File: src/rtl/tree_pkg.sv
// tree_pkg: node word layout and walker state encoding shared by the ensemble walker.
package tree_pkg;
  localparam int NODE_W = 64;
  localparam int VALUE_W = 32;
  typedef struct packed {
    logic signed [VALUE_W-1:0] value;
    logic [7:0]                rsvd_hi;
    logic [7:0]                right;
    logic [7:0]                f_index;
    logic [6:0]                rsvd_lo;
    logic                      is_node;
  } tree_node_t;
  typedef enum logic [2:0] {
    S_IDLE,
    S_FETCH,
    S_WAIT_NODE,
    S_FEAT,
    S_COMPARE,
    S_ACCUM,
    S_RESULT
  } walker_state_e;
endpackage

File: src/rtl/tree_ensemble_walker.sv
// tree_ensemble_walker: walks N_TREES packed decision trees in turn and returns the signed sum of their leaves.
module tree_ensemble_walker
  import tree_pkg::*;
#(
  parameter int N_TREES   = 4,
  parameter int N_NODE    = 256,
  parameter int N_FEATURE = 32,
  parameter int MAX_DEPTH = 16,
  parameter int MEM_LAT   = 1,
  localparam int AW = $clog2(N_TREES * N_NODE),
  localparam int FW = $clog2(N_FEATURE),
  localparam int SW = 32 + $clog2(N_TREES) + 1
) (
  input  logic                 clk,
  input  logic                 rst_n,
  input  logic                 start,
  output logic                 start_ready,
  output logic                 node_rd,
  output logic [AW-1:0]        node_addr,
  input  logic [NODE_W-1:0]    node_rdata,
  output logic                 feature_rd,
  output logic [FW-1:0]        feature_index,
  input  logic signed [31:0]   feature,
  output logic                 res_valid,
  input  logic                 res_ready,
  output logic signed [SW-1:0] res_sum,
  output logic                 res_err,
  output logic                 busy
);
  localparam int TW = (N_TREES > 1) ? $clog2(N_TREES) : 1;
  localparam int DW = $clog2(MAX_DEPTH + 1);
  localparam int LW = $clog2(MEM_LAT + 1);

  walker_state_e      state_q, state_d;
  logic [TW-1:0]      tree_q, tree_d;
  logic [7:0]         local_q, local_d;
  logic [DW-1:0]      depth_q, depth_d;
  logic [LW-1:0]      lat_q, lat_d;
  tree_node_t         node_q, node_d;
  logic signed [SW-1:0] sum_q, sum_d;
  logic               err_q, err_d;
  logic               node_rd_q, node_rd_d;
  logic [AW-1:0]      node_addr_q, node_addr_d;
  logic               feature_rd_q, feature_rd_d;
  logic [FW-1:0]      feature_index_q, feature_index_d;
  logic               res_valid_q, res_valid_d;
  logic               go_left, feat_bad, bad_step;
  logic [8:0]         nxt_local;
  logic [DW-1:0]      depth_inc;
  logic               unused_bits;

  assign unused_bits = ^{node_q.rsvd_hi, node_q.rsvd_lo};

  always_comb begin
    state_d         = state_q;
    tree_d          = tree_q;
    local_d         = local_q;
    depth_d         = depth_q;
    lat_d           = lat_q;
    node_d          = node_q;
    sum_d           = sum_q;
    err_d           = err_q;
    go_left         = $signed(feature) < $signed(node_q.value);
    nxt_local       = go_left ? 9'(local_q) + 9'd1 : 9'(node_q.right);
    depth_inc       = depth_q + DW'(1);
    feat_bad        = {1'b0, node_q.f_index} >= 9'(N_FEATURE);
    // right branch must strictly advance so the walk always terminates
    bad_step        = (depth_inc == DW'(MAX_DEPTH)) || (nxt_local >= 9'(N_NODE)) ||
                      (!go_left && (node_q.right <= local_q));
    case (state_q)
      S_IDLE: if (start) begin
        sum_d   = '0;
        err_d   = 1'b0;
        tree_d  = '0;
        local_d = '0;
        depth_d = '0;
        state_d = S_FETCH;
      end
      S_FETCH: begin
        lat_d   = LW'(MEM_LAT - 1);
        state_d = S_WAIT_NODE;
      end
      S_WAIT_NODE: if (lat_q == '0) begin
        node_d  = tree_node_t'(node_rdata);
        state_d = node_d.is_node ? S_FEAT : S_ACCUM;
      end else begin
        lat_d = lat_q - LW'(1);
      end
      S_FEAT: begin
        err_d   = feat_bad;
        state_d = feat_bad ? S_RESULT : S_COMPARE;
      end
      S_COMPARE: begin
        depth_d = depth_inc;
        err_d   = bad_step;
        local_d = bad_step ? local_q : nxt_local[7:0];
        state_d = bad_step ? S_RESULT : S_FETCH;
      end
      S_ACCUM: begin
        sum_d = sum_q + SW'($signed(node_q.value));
        if (tree_q == TW'(N_TREES - 1)) begin
          state_d = S_RESULT;
        end else begin
          tree_d  = tree_q + TW'(1);
          local_d = '0;
          depth_d = '0;
          state_d = S_FETCH;
        end
      end
      S_RESULT: if (res_ready) state_d = S_IDLE;
      default: state_d = S_IDLE;
    endcase
    node_rd_d       = state_d == S_FETCH;
    node_addr_d     = node_rd_d ? AW'(32'(tree_d) * N_NODE + 32'(local_d)) : node_addr_q;
    feature_rd_d    = (state_d == S_FEAT) && ({1'b0, node_d.f_index} < 9'(N_FEATURE));
    feature_index_d = feature_rd_d ? node_d.f_index[FW-1:0] : feature_index_q;
    res_valid_d     = state_d == S_RESULT;
  end

  always_ff @(posedge clk or negedge rst_n) begin
    if (!rst_n) begin
      state_q         <= S_IDLE;
      tree_q          <= '0;
      local_q         <= '0;
      depth_q         <= '0;
      lat_q           <= '0;
      node_q          <= '0;
      sum_q           <= '0;
      err_q           <= 1'b0;
      node_rd_q       <= 1'b0;
      node_addr_q     <= '0;
      feature_rd_q    <= 1'b0;
      feature_index_q <= '0;
      res_valid_q     <= 1'b0;
    end else begin
      state_q         <= state_d;
      tree_q          <= tree_d;
      local_q         <= local_d;
      depth_q         <= depth_d;
      lat_q           <= lat_d;
      node_q          <= node_d;
      sum_q           <= sum_d;
      err_q           <= err_d;
      node_rd_q       <= node_rd_d;
      node_addr_q     <= node_addr_d;
      feature_rd_q    <= feature_rd_d;
      feature_index_q <= feature_index_d;
      res_valid_q     <= res_valid_d;
    end
  end

  assign start_ready   = state_q == S_IDLE;
  assign busy          = state_q != S_IDLE;
  assign node_rd       = node_rd_q;
  assign node_addr     = node_addr_q;
  assign feature_rd    = feature_rd_q;
  assign feature_index = feature_index_q;
  assign res_valid     = res_valid_q;
  assign res_sum       = sum_q;
  assign res_err       = err_q;
endmodule
File: config.mk
export PLATFORM = sky130hd
export DESIGN_NAME = tree_ensemble_walker
export DESIGN_NICKNAME = d
export VERILOG_FILES = /design/src/rtl/tree_pkg.sv /design/src/rtl/tree_ensemble_walker.sv
export SDC_FILE = /design/constraint.sdc
export NUM_CORES = 1
export LEC_CHECK = 0
export ABC_CLOCK_PERIOD_IN_PS = 3000
export CORE_MARGIN = 2
export CORE_UTILIZATION = 47
export CTS_BUF_LIST = sky130_fd_sc_hd__clkbuf_16
export CTS_CLUSTER_SIZE = 28
export DETAILED_ROUTE_END_ITERATION = 8
export PLACE_DENSITY = 0.77
export SYNTH_ARGS = -nofsm -noshare
export SYNTH_HDL_FRONTEND = slang
export SYNTH_SLANG_ARGS = --single-unit
export TNS_END_PERCENT = 20
File: constraint.sdc
create_clock -name clk -period 3 [get_ports clk]
set_input_delay 0.9 -clock clk [delete_from_list [all_inputs] [get_ports clk]]
set_output_delay 0.9 -clock clk [all_outputs]
set_load 0.05 [all_outputs]
Yosys cells after proc, flatten, opt, wreduce, memory -nomap -nowiden
Index checks and enable logic that the tools add are counted.
{ "op_classes": {"add_sub_neg": 6, "order_cmp": 5, "eq_ne": 13, "muxes": 27, "n_bitwise": 1, "reduce_logical": 15} }
{ "op_table": {"columns": ["op", "n"], "rows": [
  ["$pmux W35 S2", 1],
  ["$add A35 B32 Y35", 1],
  ["$mux W35", 1],
  ["$lt A32 B32 Y1", 1],
  ["$mux W16", 2],
  ["$mux W8", 3],
  ["$pmux W8 S3", 1],
  ["$pmux W3 S7", 1],
  ["$mux W3", 6],
  ["$pmux W5 S3", 1],
  ["$eq A3 B3 Y1 const B", 4],
  ["$add A10 B8 Y10", 1],
  ["$mux W5", 2],
  ["$add A8 B1 Y9 const B", 1],
  ["$eq A3 B2 Y1 const B", 3],
  ["$ge A9 B9 Y1 const B", 1],
  ["$mux W9", 1],
  ["$reduce_bool A3 Y1", 3],
  ["$ge A8 B6 Y1 const B", 1],
  ["$le A8 B8 Y1", 1],
  ["$lt A8 B6 Y1 const B", 1],
  ["$eq A3 B1 Y1 const B", 2],
  ["$mux W2", 3],
  ["$reduce_and A2 Y1", 3],
  ["other kinds (17)", 22]
]} }
{ "totals": {"ff_bits": 129, "output_inout_bits": 56} }

Longest topological paths before layout
Gate-level depths: netlist of the first run.
{ "logic_depth": {"ltp_word": 9, "mapped_depth": 12, "ltp_nobuf": 11} }

Worst setup path after synthesis of the first run
No wires, ideal clock.
{ "synth_path": {"path_kind": "reg-to-output", "from": "reg state_q[2]", "to": "out busy", "t_arrival_ns": 2.404, "slack_ns": -0.304, "stages_incl_launch_ff": 4, "path_buffers": 1, "path_cell_list": "dfrtp_1 > clkbuf_1 > nor3_1 > inv_1"} }
{ "synth_via": {"elab_chain_len": 1} }
{ "synth_lines": {"columns": ["element", "line_no", "rtl"], "rows": [
  ["start: declaration", "tree_ensemble_walker.sv:34", "walker_state_e state_q, state_d;"],
  ["start signal: assignment", "tree_ensemble_walker.sv:136", "state_q <= state_d;"],
  ["$reduce_bool A3 Y1", "tree_ensemble_walker.sv:153", "assign busy = state_q != S_IDLE;"],
  ["end: declaration", "tree_ensemble_walker.sv:28", "output logic busy"]
]} }
No other way between the ends.

Worst setup path after layout of the first run
{ "layout_path": {"from": "in feature[29]", "to": "reg node_addr_q[9], in the netlist node_addr[9]"} }
{ "layout_via": {"elab_chain_len": 8, "elab_cells_between_ends": 13, "classes_between": "add/sub (1); order compare (2); eq/ne (1); mux (5); reduce/logical (4)"} }
{ "layout_lines": {"columns": ["element", "line_no", "rtl"], "rows": [
  ["start: declaration", "tree_ensemble_walker.sv:23", "input logic signed [31:0] feature,"],
  ["$lt A32 B32 Y1 *", "tree_ensemble_walker.sv:63", "go_left = $signed(feature) < $signed(node_q.value);"],
  ["$mux W9", "tree_ensemble_walker.sv:64", "nxt_local = go_left ? 9'(local_q) + 9'd1 : 9'(node_q.right);"],
  ["$ge A9 B9 Y1", "tree_ensemble_walker.sv:68", "bad_step = (depth_inc == DW'(MAX_DEPTH)) || (nxt_local >= 9'(N_NODE)) ||"],
  ["$logic_or A1 B1 Y1", "tree_ensemble_walker.sv:68", null],
  ["$logic_or A1 B1 Y1 *", "tree_ensemble_walker.sv:68", null],
  ["$mux W3 *", "tree_ensemble_walker.sv:97", "state_d = bad_step ? S_RESULT : S_FETCH;"],
  ["$pmux W3 S7 *", "tree_ensemble_walker.sv:70", "case (state_q)"],
  ["$eq A3 B1 Y1 *", "tree_ensemble_walker.sv:113", "node_rd_d = state_d == S_FETCH;"],
  ["named net node_rd_d", "tree_ensemble_walker.sv:42", "logic node_rd_q, node_rd_d;"],
  ["end signal: assignment", "tree_ensemble_walker.sv:145", "node_addr_q <= node_addr_d;"],
  ["end: declaration", "tree_ensemble_walker.sv:43", "logic [AW-1:0] node_addr_q, node_addr_d;"]
]} }
The timed path passes the listed nets; every way through them passes the cells marked *.
A chain may end at the register's enable or synchronous reset.

==> flow_summary.yaml, run 1 <==
placed_design:
  io_buffers: 140
  hpwl_um: 14490
  gp_congestion: 0.8772
  place_ws_ps: -801.6
logic_synthesis:
  synth_area_per_cell_um2: 9.342
  synth_top_cells_by_area: "dfrtp_1 40%, ha_1 13%, o21ai_0 6.4%, nand2_1 5.0%, mux2_2 3.2%"
  yosys.area.top_type: "dfrtp_1"
  syn_inst: 800
  syn-num-nets: 976
  synth-edff-count: 0
  ys_ff_latch: 120
  synth_top_flop_cell: "dfrtp_1"
  synth-seq-area-share_pct: 40.18
  yosys_warnings: 0
  synth-async-reset-ratio_pct: 100.0
  synth.top_cell.area_share_pct: 40.18
  yosysUniqueCellTypes: 61
  synth_area_mm2: 0.007473
layout:
  fillCellCount: 1249
  final_common_cell: "dfrtp_1"
  drive_gt1_share_pct: 16.87
  area_delta_synth_final_pct: 38.71
  nNetsFinal: 1147
  final_cell_mix: "120 x dfrtp_1, 109 x clkdlybuf4s50_1, 98 x nand2_1, 90 x o21ai_0, 53 x ha_1"
timing:
  hold_viol: 0
  setup_viol: 0
  fin_crit_ps: 2947
  maxSlewViolCount: 0
  final.setup.tns_ps: 0
  clock.fmax_ghz: 0.3393
  min_period_over_period_pct: 98.24
  clock_skew_ps: 18.93
  setup_slack_ps: 52.84
  worst_pin_slew_ps: 579.5
  slew_headroom_pct: 61.25
global_routing:
  grt_overflow: 0
  grt_pass1_vias: 6535
  grt_usage_pct: 24.34
  globalRouteMet1Util_pct: 31.11
  grt_pass1_wl_um: 31830
  grtUsageMet2_pct: 40.31
  grt_max_degree: 78
  antenna_found_initial: 2
  grtUsageMet3_pct: 6.150
  globalRoute.busiestLayer: "met2"
power:
  p_comb_share_pct: 61.8
  p_per_area_mw_per_mm2: 1193
  internal_power_w: 0.006535
  power_frac_seq_pct: 23.3
  ir_worst_vdd_mv: 0.7152
  pwr-share-clk_pct: 14.9
  power.switching_w: 0.005831
  p_leak_nw: 4.721
  swShare_pct: 47.16
setup_path:
  crit_chain: "buf_2 > ha_4 > nand4_4 > buf_12 > nor4_4 > nor4b_2 > a211o_1 > mux2_4 > a21oi_4 > inv_2 > mux2_4"
  crit_type: "primary input to flop"
  required_ps: 3310
  crit_path_end_kind: "flop"
  crit_family: "multiplexers"
  slowest_stage: "a211o_1"
  slowest_delay_ps: 390
  crit_fanout: 3
  worst_path_most_repeated_cell: "mux2_4"
  cp.arrival_ps: 3260
  startpoint_type: "primary input"
  cp_num_buf_inv: 3
clocking:
  h-tree-depth: 4
  cts_tree: "yes"
  cts_buffer_depth: 2
  clk_pin_slew_worst_paths_ps: 60
  clk_latency_ps: 430
  cts_root_buf: "clkbuf_16"
  cts_buffers: 17
  numClockSinks: 120
floorplanning:
  initial_utilization_pct: 47.56
  die_w_um: 130.1
  dieHeight_um: 130.1
  core.rowCount: 46
  dieArea_mm2: 0.01693
  io_pins: 156
  core_area_mm2: 0.01571
routing:
  detail-route-antenna-nets: 0
  drtIter0Drc: 443
  avgRoutedWirePerCell_um: 16.67
  firstDrtPassIters: 5
  drc: 0
  viasPerCell: 5.454
  drt-total-wl_um: 20020
  vias: 6550
min_path:
  hold_class: "primary input to asynchronous set/reset pin"
flow_run:
  max_cap_viol_count: 0
outcome:
  status: "finished clean"
## final timing paths
path / startpoint / to / slack (ps) / cells past startpoint
max: feature[29] / node_addr[9] / 50 / 11
min: rst_n / node_q[51] / 340 / 1
max reg2reg: node_q[58] / node_addr[9] / 180 / 11
min reg2reg: node_q[8] / node_q[8] / 490 / 1
max in group asynchronous: rst_n / node_q[40] / 1970 / 2
min in group clk: node_q[8] / node_q[8] / 490 / 1
## Yosys cell counts, types with 3 or more instances
| cell type | count |
|---|---|
| nand4_1 | 5 |
| xnor2_1 | 13 |
| a22o_1 | 4 |
| clkbuf_1 | 20 |
| o21bai_1 | 3 |
| nand2_1 | 99 |
| a311oi_1 | 3 |
| inv_1 | 48 |
| dfrtp_1 | 120 |
| nor2b_1 | 9 |
| and2_1 | 4 |
| a22oi_1 | 5 |
| nor3_1 | 21 |
| and3_1 | 6 |
| nand3_1 | 20 |
| o21ai_0 | 95 |
| o31a_1 | 3 |
| nor2_1 | 33 |
| xor2_1 | 22 |
| and4_1 | 3 |
| a21boi_0 | 5 |
| o21a_1 | 12 |
| ha_1 | 75 |
| a21o_1 | 29 |
| mux2i_1 | 11 |
| mux2_4 | 3 |
| nand2b_1 | 3 |
| a21oi_1 | 47 |
| nor3b_1 | 4 |
| or3_1 | 5 |
| mux2_2 | 21 |
| o31ai_1 | 4 |
| or2_2 | 4 |
| a211oi_1 | 7 |
## logic make-up after synthesis
kind of cell,count (synthesis),synth area share (%)
flip-flops,120,40.18
multiplexers,36,5.424
AND/OR/NAND/NOR,224,14.11
XOR/XNOR,35,4.102
buffers and inverters,73,3.784
adder cells (fa/ha/maj),76,12.82
AO/OA/AOI/OAI,236,19.57
## registers in the layout, indices dropped and copies added (netlist names), 2 cells and up
signal / flops
depth_q: 5
tree_q: 2
res_sum: 35
local_q: 8
state_q: 3
feature_index: 5
node_addr: 10
node_q: 48
## through the flow
step                      utilization, %  hold slack, ps  instance area, um^2  power [W]  std cells
after floorplan                        -           468.1                 7602   0.007766        800
after global placement             60.04           473.7                 9434   0.009755       1164
after detailed placement           60.04           471.9                 9434   0.009928       1164
after CTS                          64.68           335.0                10160    0.01209       1199
after global routing               65.97           345.0                10370    0.01323       1201
final                              65.97           337.3                10370    0.01237       1201
## area by class of cell
type | count | area (um^2) | area share, %
Antenna cell | 1 | 2.502 | 0.02414
Clock buffer | 17 | 425.4 | 4.104
Clock inverter | 15 | 105.1 | 1.014
Inverter | 49 | 183.9 | 1.774
Multi-Input combinational cell | 607 | 4695 | 45.29
Sequential cell | 120 | 3003 | 28.97
Tap cell | 216 | 270.3 | 2.607
Timing Repair Buffer | 176 | 1682 | 16.22
## layer usage
layer	part of all wire, %	wire length, um	vias up
li1	-	-	3200
met1	44	8792	3142
met2	49	9721	172
met3	5.5	1107	34
met4	1.9	386	2
met5	0.080	16	-
## power groups by stage
stage	registers [W]	clock network [W]	logic [W]
after floorplan	0.00382	0	0.00395
after detailed placement	0.00289	0	0.00704
after global placement	0.00287	0	0.00688
after CTS	0.00288	0.00188	0.00733
after global routing	0.00298	0.00195	0.00830
final	0.00288	0.00184	0.00764
## what timing repair did
action	in CTS	in global routing
gates resized for setup	67	52
hold buffers	0	0
endpoints found under the setup margin	24	26
pin swaps	39	33
gates cloned	0	1
buffers inserted	4	0
(Power assumes the default switching activity.)
==> run 2, diff against run 1 <==
--- a/config.mk
+++ b/config.mk
@@ -11,6 +11,7 @@
 export CTS_BUF_LIST = sky130_fd_sc_hd__clkbuf_16
 export CTS_CLUSTER_SIZE = 28
 export DETAILED_ROUTE_END_ITERATION = 8
+export HOLD_SLACK_MARGIN = 0.08
 export PLACE_DENSITY = 0.77
 export SYNTH_ARGS = -nofsm -noshare
 export SYNTH_HDL_FRONTEND = slang
==> results of run 2 <==
No change in the layout: final DEF, timing and power equal those of run 1.
